<file path="config.mk">
export PLATFORM = sky130hd
export DESIGN_NAME = alu_seq_flat
export DESIGN_NICKNAME = d
export VERILOG_FILES = /design/src/rtl/alu_seq_pkg.sv /design/src/rtl/alu_seq_if.sv /design/src/rtl/alu_seq_mul.sv /design/src/rtl/alu_seq.sv /design/src/flat_wrapper.sv
export SDC_FILE = /design/constraint.sdc
export NUM_CORES = 1
export LEC_CHECK = 0
export BUFFER_PORTS_ARGS = -buffer_cell sky130_fd_sc_hd__buf_4
export CELL_PAD_IN_SITES_DETAIL_PLACEMENT = 0
export CELL_PAD_IN_SITES_GLOBAL_PLACEMENT = 2
export CORE_AREA = 2 2 100 141
export CTS_CLUSTER_DIAMETER = 30
export DETAILED_ROUTE_END_ITERATION = 8
export DIE_AREA = 0 0 102 143
export PLACE_DENSITY = 0.8
export RECOVER_POWER = 25
export SLEW_MARGIN = 20
export SYNTH_ARGS = -nofsm -noshare
export SYNTH_HDL_FRONTEND = slang
export SYNTH_SLANG_ARGS = --single-unit
</file>
<file path="constraint.sdc">
create_clock -name clk -period 4.18 [get_ports clk]
set_input_delay 0.209 -clock clk [delete_from_list [all_inputs] [get_ports clk]]
set_output_delay 0.209 -clock clk [all_outputs]
set_load 0.02 [all_outputs]
</file>
<file path="src/rtl/alu_seq_pkg.sv">
// Shared types for alu_seq: opcode and FSM enums plus the status-flag bundle.
package alu_seq_pkg;

  typedef enum logic [2:0] {
    OP_AND = 3'b000,
    OP_OR  = 3'b001,
    OP_ADD = 3'b010,
    OP_XOR = 3'b011,
    OP_SHL = 3'b100,
    OP_SHR = 3'b101,
    OP_SUB = 3'b110,
    OP_MUL = 3'b111
  } op_t;

  typedef enum logic [1:0] {
    IDLE = 2'd0,
    BUSY = 2'd1,
    DONE = 2'd2
  } state_t;

  typedef struct packed {
    logic z;
    logic n;
    logic c;
    logic v;
  } flags_t;

endpackage

</file>
<file path="src/rtl/alu_seq_if.sv">
// Issue/writeback bundle for alu_seq: valid/ready request with operands, valid/ready response with flags.
interface alu_seq_if #(parameter int unsigned WIDTH = 16);
  import alu_seq_pkg::*;

  logic             in_valid;
  logic             in_ready;
  op_t              op;
  logic [WIDTH-1:0] a;
  logic [WIDTH-1:0] b;
  logic             out_valid;
  logic             out_ready;
  logic [WIDTH-1:0] result;
  logic [WIDTH-1:0] result_hi;
  logic             flag_z;
  logic             flag_n;
  logic             flag_c;
  logic             flag_v;
  logic             illegal;

  modport master (
    output in_valid, op, a, b, out_ready,
    input  in_ready, out_valid, result, result_hi,
           flag_z, flag_n, flag_c, flag_v, illegal
  );

  modport slave (
    input  in_valid, op, a, b, out_ready,
    output in_ready, out_valid, result, result_hi,
           flag_z, flag_n, flag_c, flag_v, illegal
  );

endinterface

</file>
<file path="src/rtl/alu_seq_mul.sv">
// Unsigned shift-add multiplier: one multiplier bit per cycle, WIDTH cycles per product.
module alu_seq_mul #(
  parameter int unsigned WIDTH = 16
) (
  input  logic               clk,
  input  logic               rst,
  input  logic               start,
  input  logic [WIDTH-1:0]   a,
  input  logic [WIDTH-1:0]   b,
  output logic               done,
  output logic [2*WIDTH-1:0] product
);
  localparam int unsigned CW = $clog2(WIDTH);

  logic               running;
  logic [CW-1:0]      cnt;
  logic [WIDTH-1:0]   mcand;
  logic [WIDTH-1:0]   mplier;
  logic [2*WIDTH-1:0] acc;
  logic [2*WIDTH-1:0] acc_nxt;
  logic [WIDTH:0]     upper;

  // The add carry lands in the top bit and is shifted back into the accumulator.
  always_comb begin
    upper = {1'b0, acc[2*WIDTH-1:WIDTH]};
    if (mplier[0]) upper = upper + {1'b0, mcand};
    acc_nxt = {upper, acc[WIDTH-1:1]};
  end

  assign done    = running && (cnt == CW'(WIDTH - 1));
  assign product = acc_nxt;

  always_ff @(posedge clk) begin
    if (rst) begin
      running <= 1'b0;
      cnt     <= '0;
      mcand   <= '0;
      mplier  <= '0;
      acc     <= '0;
    end else if (start) begin
      running <= 1'b1;
      cnt     <= '0;
      mcand   <= a;
      mplier  <= b;
      acc     <= '0;
    end else if (running) begin
      acc    <= acc_nxt;
      mplier <= mplier >> 1;
      cnt    <= cnt + 1'b1;
      if (done) running <= 1'b0;
    end
  end

endmodule

</file>
<file path="src/rtl/alu_seq.sv">
// Handshaked sequential ALU with flags. Define ALU_SEQ_MUL_EN to build the multi-cycle MUL;
// otherwise op 111 completes in one cycle flagged illegal.
module alu_seq
  import alu_seq_pkg::*;
#(
  parameter int unsigned WIDTH = 16
) (
  input  logic        clk,
  input  logic        rst,
  alu_seq_if.slave    bus
);
  localparam int unsigned SHW = $clog2(WIDTH);

  state_t             state;
  state_t             state_nxt;
  logic               accept;
  logic               mul_op;
  logic               mul_done;
  logic [2*WIDTH-1:0] product;

  logic [WIDTH-1:0]   bx;
  logic [WIDTH:0]     sum;
  logic [SHW-1:0]     shamt;
  logic [WIDTH-1:0]   res_c;
  flags_t             flg_c;
  logic               ill_c;

  logic [WIDTH-1:0]   res_q;
  logic [WIDTH-1:0]   hi_q;
  flags_t             flg_q;
  logic               ill_q;

  assign accept = bus.in_valid && bus.in_ready;

`ifdef ALU_SEQ_MUL_EN
  assign mul_op = (bus.op == OP_MUL);
  assign ill_c  = 1'b0;

  alu_seq_mul #(.WIDTH(WIDTH)) u_mul (
    .clk     (clk),
    .rst     (rst),
    .start   (accept && mul_op),
    .a       (bus.a),
    .b       (bus.b),
    .done    (mul_done),
    .product (product)
  );
`else
  assign mul_op   = 1'b0;
  assign ill_c    = (bus.op == OP_MUL);
  assign mul_done = 1'b0;
  assign product  = '0;
`endif

  always_ff @(posedge clk) begin
    if (rst) state <= IDLE;
    else     state <= state_nxt;
  end

  always_comb begin
    state_nxt = state;
    case (state)
      IDLE, DONE: begin
        if (accept)                              state_nxt = mul_op ? BUSY : DONE;
        else if (state == DONE && bus.out_ready) state_nxt = IDLE;
      end
      BUSY:    if (mul_done) state_nxt = DONE;
      default: state_nxt = IDLE;
    endcase
  end

  always_comb begin
    bus.in_ready  = 1'b0;
    bus.out_valid = 1'b0;
    case (state)
      IDLE:    bus.in_ready = 1'b1;
      DONE: begin
        bus.in_ready  = bus.out_ready;
        bus.out_valid = 1'b1;
      end
      default: ;
    endcase
  end

  // SUB shares the adder as a + ~b + 1, so flag_c reads as "no borrow".
  always_comb begin
    bx    = (bus.op == OP_SUB) ? ~bus.b : bus.b;
    sum   = {1'b0, bus.a} + {1'b0, bx} + {{WIDTH{1'b0}}, (bus.op == OP_SUB)};
    shamt = bus.b[SHW-1:0];
    res_c = '0;
    flg_c = '0;
    case (bus.op)
      OP_AND: res_c = bus.a & bus.b;
      OP_OR:  res_c = bus.a | bus.b;
      OP_XOR: res_c = bus.a ^ bus.b;
      OP_SHL: res_c = bus.a << shamt;
      OP_SHR: res_c = bus.a >> shamt;
      OP_ADD, OP_SUB: begin
        res_c   = sum[WIDTH-1:0];
        flg_c.c = sum[WIDTH];
        flg_c.v = (bus.a[WIDTH-1] == bx[WIDTH-1]) && (sum[WIDTH-1] != bus.a[WIDTH-1]);
      end
      OP_MUL: res_c = '0;
    endcase
    flg_c.z = (res_c == '0);
    flg_c.n = res_c[WIDTH-1];
  end

  always_ff @(posedge clk) begin
    if (rst) begin
      res_q <= '0;
      hi_q  <= '0;
      flg_q <= '0;
      ill_q <= 1'b0;
    end else if (accept && !mul_op) begin
      res_q <= res_c;
      hi_q  <= '0;
      flg_q <= flg_c;
      ill_q <= ill_c;
    end else if (mul_done) begin
      res_q   <= product[WIDTH-1:0];
      hi_q    <= product[2*WIDTH-1:WIDTH];
      flg_q.z <= (product[WIDTH-1:0] == '0);
      flg_q.n <= product[WIDTH-1];
      flg_q.c <= |product[2*WIDTH-1:WIDTH];
      flg_q.v <= 1'b0;
      ill_q   <= 1'b0;
    end
  end

  assign bus.result    = res_q;
  assign bus.result_hi = hi_q;
  assign bus.flag_z    = flg_q.z;
  assign bus.flag_n    = flg_q.n;
  assign bus.flag_c    = flg_q.c;
  assign bus.flag_v    = flg_q.v;
  assign bus.illegal   = ill_q;

endmodule
</file>
<file path="src/flat_wrapper.sv">
// flat-port wrapper written by rule: the top's interface ports become plain ports
module alu_seq_flat import alu_seq_pkg::*;
#(
  parameter int unsigned WIDTH = 16
)
  (clk, rst, bus_in_valid, bus_op, bus_a, bus_b, bus_out_ready, bus_in_ready, bus_out_valid, bus_result, bus_result_hi, bus_flag_z, bus_flag_n, bus_flag_c, bus_flag_v, bus_illegal);
  alu_seq_if #(.WIDTH(WIDTH)) bus_i ();
  input  logic clk;
  input  logic rst;
  input wire logic [$bits(bus_i.in_valid)-1:0] bus_in_valid;
  input wire logic [$bits(bus_i.op)-1:0] bus_op;
  input wire logic [$bits(bus_i.a)-1:0] bus_a;
  input wire logic [$bits(bus_i.b)-1:0] bus_b;
  input wire logic [$bits(bus_i.out_ready)-1:0] bus_out_ready;
  output wire logic [$bits(bus_i.in_ready)-1:0] bus_in_ready;
  output wire logic [$bits(bus_i.out_valid)-1:0] bus_out_valid;
  output wire logic [$bits(bus_i.result)-1:0] bus_result;
  output wire logic [$bits(bus_i.result_hi)-1:0] bus_result_hi;
  output wire logic [$bits(bus_i.flag_z)-1:0] bus_flag_z;
  output wire logic [$bits(bus_i.flag_n)-1:0] bus_flag_n;
  output wire logic [$bits(bus_i.flag_c)-1:0] bus_flag_c;
  output wire logic [$bits(bus_i.flag_v)-1:0] bus_flag_v;
  output wire logic [$bits(bus_i.illegal)-1:0] bus_illegal;
  assign bus_i.in_valid = bus_in_valid;
  assign bus_i.op = bus_op;
  assign bus_i.a = bus_a;
  assign bus_i.b = bus_b;
  assign bus_i.out_ready = bus_out_ready;
  assign bus_in_ready = bus_i.in_ready;
  assign bus_out_valid = bus_i.out_valid;
  assign bus_result = bus_i.result;
  assign bus_result_hi = bus_i.result_hi;
  assign bus_flag_z = bus_i.flag_z;
  assign bus_flag_n = bus_i.flag_n;
  assign bus_flag_c = bus_i.flag_c;
  assign bus_flag_v = bus_i.flag_v;
  assign bus_illegal = bus_i.illegal;
  alu_seq #(.WIDTH(WIDTH)) u_core (.clk(clk), .rst(rst), .bus(bus_i));
endmodule
</file>
==> impl_summary.md <==
Power
The power share of the clock group is 0.191. Of the total power, the share spent switching nets is 0.431. Of the total power, registers draw 0.218. The worst vdd rail ir drop is 160 uV.

Of the total power, combinational logic draws 0.591. The internal power is slightly below 0.0006 W. For this design the total switching power over the nets is 0.000438 W.

For this design the static power due to leakage is roughly 2.1 nW. The power density of the placed cells is 210 nW/um2.

STA
Headroom to the max-slew limit came out at 0.484. For this run, the top clock speed supported by timing is 294 MHz. The total count of hold-check failures in the final report is 0. Dividing the final minimum period by the clock period gives 0.813. The final-report max-slew violation count was 0. The transition at the pin with the smallest max-transition slack is 763 ps.

Setup repair after global routing left no endpoint under its margin. The total negative slack is 0 ps. Subtracting the final worst setup slack from the clock period gives 3400 ps. Across the routed clock network, the largest skew measured is 1.77 ps. Setup violations remaining at the end of the flow were counted as 0.

Status
The run finished with clean final reports.

Critical path
The library cell appearing most often on the critical path is sky130_fd_sc_hd__buf_4. The data required time of the critical path is roughly 4400 ps. The worst setup path is of the in -> reg kind.

The arrival time of the worst setup path is 3560 ps. The worst reg2reg path depth is 9. The maximum fanout count along the critical path is 30.

Among all stages on the critical path, the largest delay is contributed by sky130_fd_sc_hd__ha_1. For this run, the slowest stage of the critical path takes about 350 ps. The worst setup path is launched from an input pin. STA classifies the critical path endpoint as a flop.

Walking the worst path, the cells encountered are buf_4 -> nor2b_1 -> nand2_1 -> buf_4 -> xnor2_1 -> ha_1 -> and2_1 -> a21boi_0 -> o221ai_1 -> o2111a_1 -> a211o_1 -> nor4b_2 -> o2111ai_1 -> o31ai_2.

Logic synthesis
In the synthesized netlist, the number of instances is around 560. By area the synthesized netlist is led by sky130_fd_sc_hd__ha_1 15%, sky130_fd_sc_hd__dfxtp_1 9.7%, sky130_fd_sc_hd__a21oi_1 7.1%. Counting flops with an async set or reset pin after synthesis yields a share of 0. The cell area after synthesis is approximately 4300 um2.

Of the post-synthesis cell area, the dominant cell type holds 0.147. The total of warnings raised by yosys is 0. The number of enable flip-flop cells after synthesis is 0.

The sequential area share after synthesis is 0.0971. Each instance of the synthesized netlist takes up on average 7.74 um2. Summed over all instances, the cell type with the most area after synthesis is sky130_fd_sc_hd__ha_1. The most used flip-flop cell after synthesis is sky130_fd_sc_hd__dfxtp_1. The synthesized flop and latch total is 21. The number of different library cells used by synthesis comes to 68.

Routing
The first-pass detailed-route iteration total is 5. The via total after detailed routing is 4498. The detailed-route wire length per cell is 21.4 um.

In the routed layout, each cell is associated on average with a via count of between 5 and 6. After detailed routing, the number of remaining DRC violations is 0. The number of DRC markers after the initial detailed-route iteration is 347. In this run the remaining antenna-violating nets after routing total 0. The routed design has between 15 and 20 mm of wire.

Placement
The placed instances occupy a cell area of 4800 um2. The post-DP HPWL is 12.8 mm. At the end of routability-driven placement, the weighted congestion stood at 0.960. The number of input and output port buffers inserted is 61. The number of placed instances with taps included is ~770.

Clocking
The number of hold buffers added after CTS was 0. The number of setup buffers added after CTS is 0. The number of resized instances in the post-cts repair step is 0. The root buffer cell chosen for the clock tree is sky130_fd_sc_hd__clkbuf_16. The clock passes through at most 2 buffers. The H-tree depth is 1. The insertion delay to the later sink of the worst-skew pair is between 200 and 250 ps. The clock-pin slew on the worst setup and hold paths is 50 ps.

The number of buffers created by CTS is 3. TritonCTS built the clock tree. The number of clock sinks is 21.

Layout
The non-filler instance count after layout is between 700 and 800. The filler cells instantiated in the layout total 1444. The commonest non-fill, non-tap cell in the layout is sky130_fd_sc_hd__a21oi_1.

Relative to the synthesized area, the layout overhead comes to 11.9%. The number of antenna diodes is 0. Of the cells placed in the final design, the portion with a size suffix greater than 1 is 0.139.

The finished layout cell area is a little under 5000 um2. The top cell types in the final layout, fill and taps aside, are 61 x sky130_fd_sc_hd__a21oi_1, 55 x sky130_fd_sc_hd__buf_4, 51 x sky130_fd_sc_hd__ha_1. The post-layout net count is 680. In the final layout, flip-flops and latches occupy 420 um2. The area occupied by multi-input gates is 3510 um2.

Global routing
The global-route usage over all layers is 0.226. The global-route congestion overflow total is 0. The pin count of the biggest net entering global routing is 43. The first global-routing pass estimated 25.4 mm of wire. The number of global-route vias before repair is about 4300. The initial antenna violation count is 0.

Min path
The worst hold path passes through 3 cells. The worst hold-check path type is in -> reg.

Floorplanning
The die covers around 15000 um2. The number of placement rows is 50. 78 I/O pins were placed. The initial utilization of the core area, before any placement, comes to 0.326. The core region is 13300 um2. The floorplan step set the die width to 102 um. Measured along the y axis, the die boundary spans 143 um.

Job
The number of max-cap violations is 0.
-- sequential cells by signal (all words and copies together), names as in the netlist --
| name | cells |
|---|---|
| u_core.bus.flag_z | 1 |
| u_core.state | 1 |
| u_core.bus.flag_c | 1 |
| u_core.bus.result | 16 |
| u_core.bus.illegal | 1 |
| u_core.bus.flag_v | 1 |
-- cell type report --
type,count,area share
Multi-Input combinational cell,456,0.724
Timing Repair Buffer,65,0.0930
Sequential cell,21,0.0868
Tap cell,182,0.0470
Inverter,42,0.0325
Clock buffer,4,0.0163
-- routing by layer --
metal,share of wire,track usage,up-vias
li1,-,-,2091
met1,0.41,0.284,2156
met2,0.49,0.385,208
met3,0.043,0.0132,43
met4,0.058,0.116,0
met5,0,0,-
-- power groups by stage --
stage / Clock (W) / Sequential (W) / Combinational, W
final: 0.000194 / 0.000222 / 0.000600
after global routing: 0.000207 / 0.000224 / 0.000654
after CTS: 0.000197 / 0.000222 / 0.000598
after detailed placement: 0 / 0.000227 / 0.000595
after global placement: 0 / 0.000226 / 0.000593
after floorplan: 0 / 0.000243 / 0.000393
-- kinds of logic after synthesis --
| kind of cell | share of synthesized area |
|---|---|
| AOI/OAI and AO/OA | 0.262 |
| xor gates and xnor gates | 0.0405 |
| adders and majority gates | 0.152 |
| buffers and inverters | 0.105 |
| DFF | 0.0971 |
| muxes | 0.164 |
| other | 0.000866 |
| and+or+nand+nor | 0.178 |
-- stage by stage --
step / hold WS [ps] / worst slack, ps / total power (W) / utilization
CTS: 214 / 808 / 0.00102 / 0.368
detailed placement: 449 / 547 / 0.000821 / 0.362
global route: 224 / 450 / 0.00108 / 0.365
floorplan: 338 / 396 / 0.000636 / -
finish: 214 / 782 / 0.00102 / 0.365
global placement: 446 / 628 / 0.000819 / 0.362
-- synth_stat cells, drive strengths merged (6+ instances only) --
cell / instances
a211oi: 14
a21oi: 61
a31oi: 7
and2: 6
buf: 30
clkbuf: 25
dfxtp: 21
ha: 51
inv: 42
mux2: 10
mux2i: 18
mux4: 17
nand2: 45
nand2b: 13
nand3: 8
nor2: 46
nor3: 6
o21ai: 16
o221ai: 9
o22a: 6
o22ai: 8
o32a: 6
or3: 8
xnor2: 19
-- worst max-delay path: cells and delay by family --
family	cells	cell delay, ps
AO/OA/AOI/OAI	6	1460
XOR/XNOR	1	170
adder cells (fa/ha/maj)	1	350
buffers and inverters	2	530
AND/OR/NAND/NOR	4	840
-- final timing paths --
kind	startpoint	endpoint	slack, ps
worst max-delay path	bus_op[1]	u_core.bus.flag_z	780
worst min-delay path	bus_in_valid	u_core.state[1]	210
worst max register to register	u_core.state[1]	u_core.bus.flag_z	2160
worst min register to register	u_core.bus.result[12]	u_core.bus.result[12]	460
Note: power is estimated with default switching activity, not from simulation.
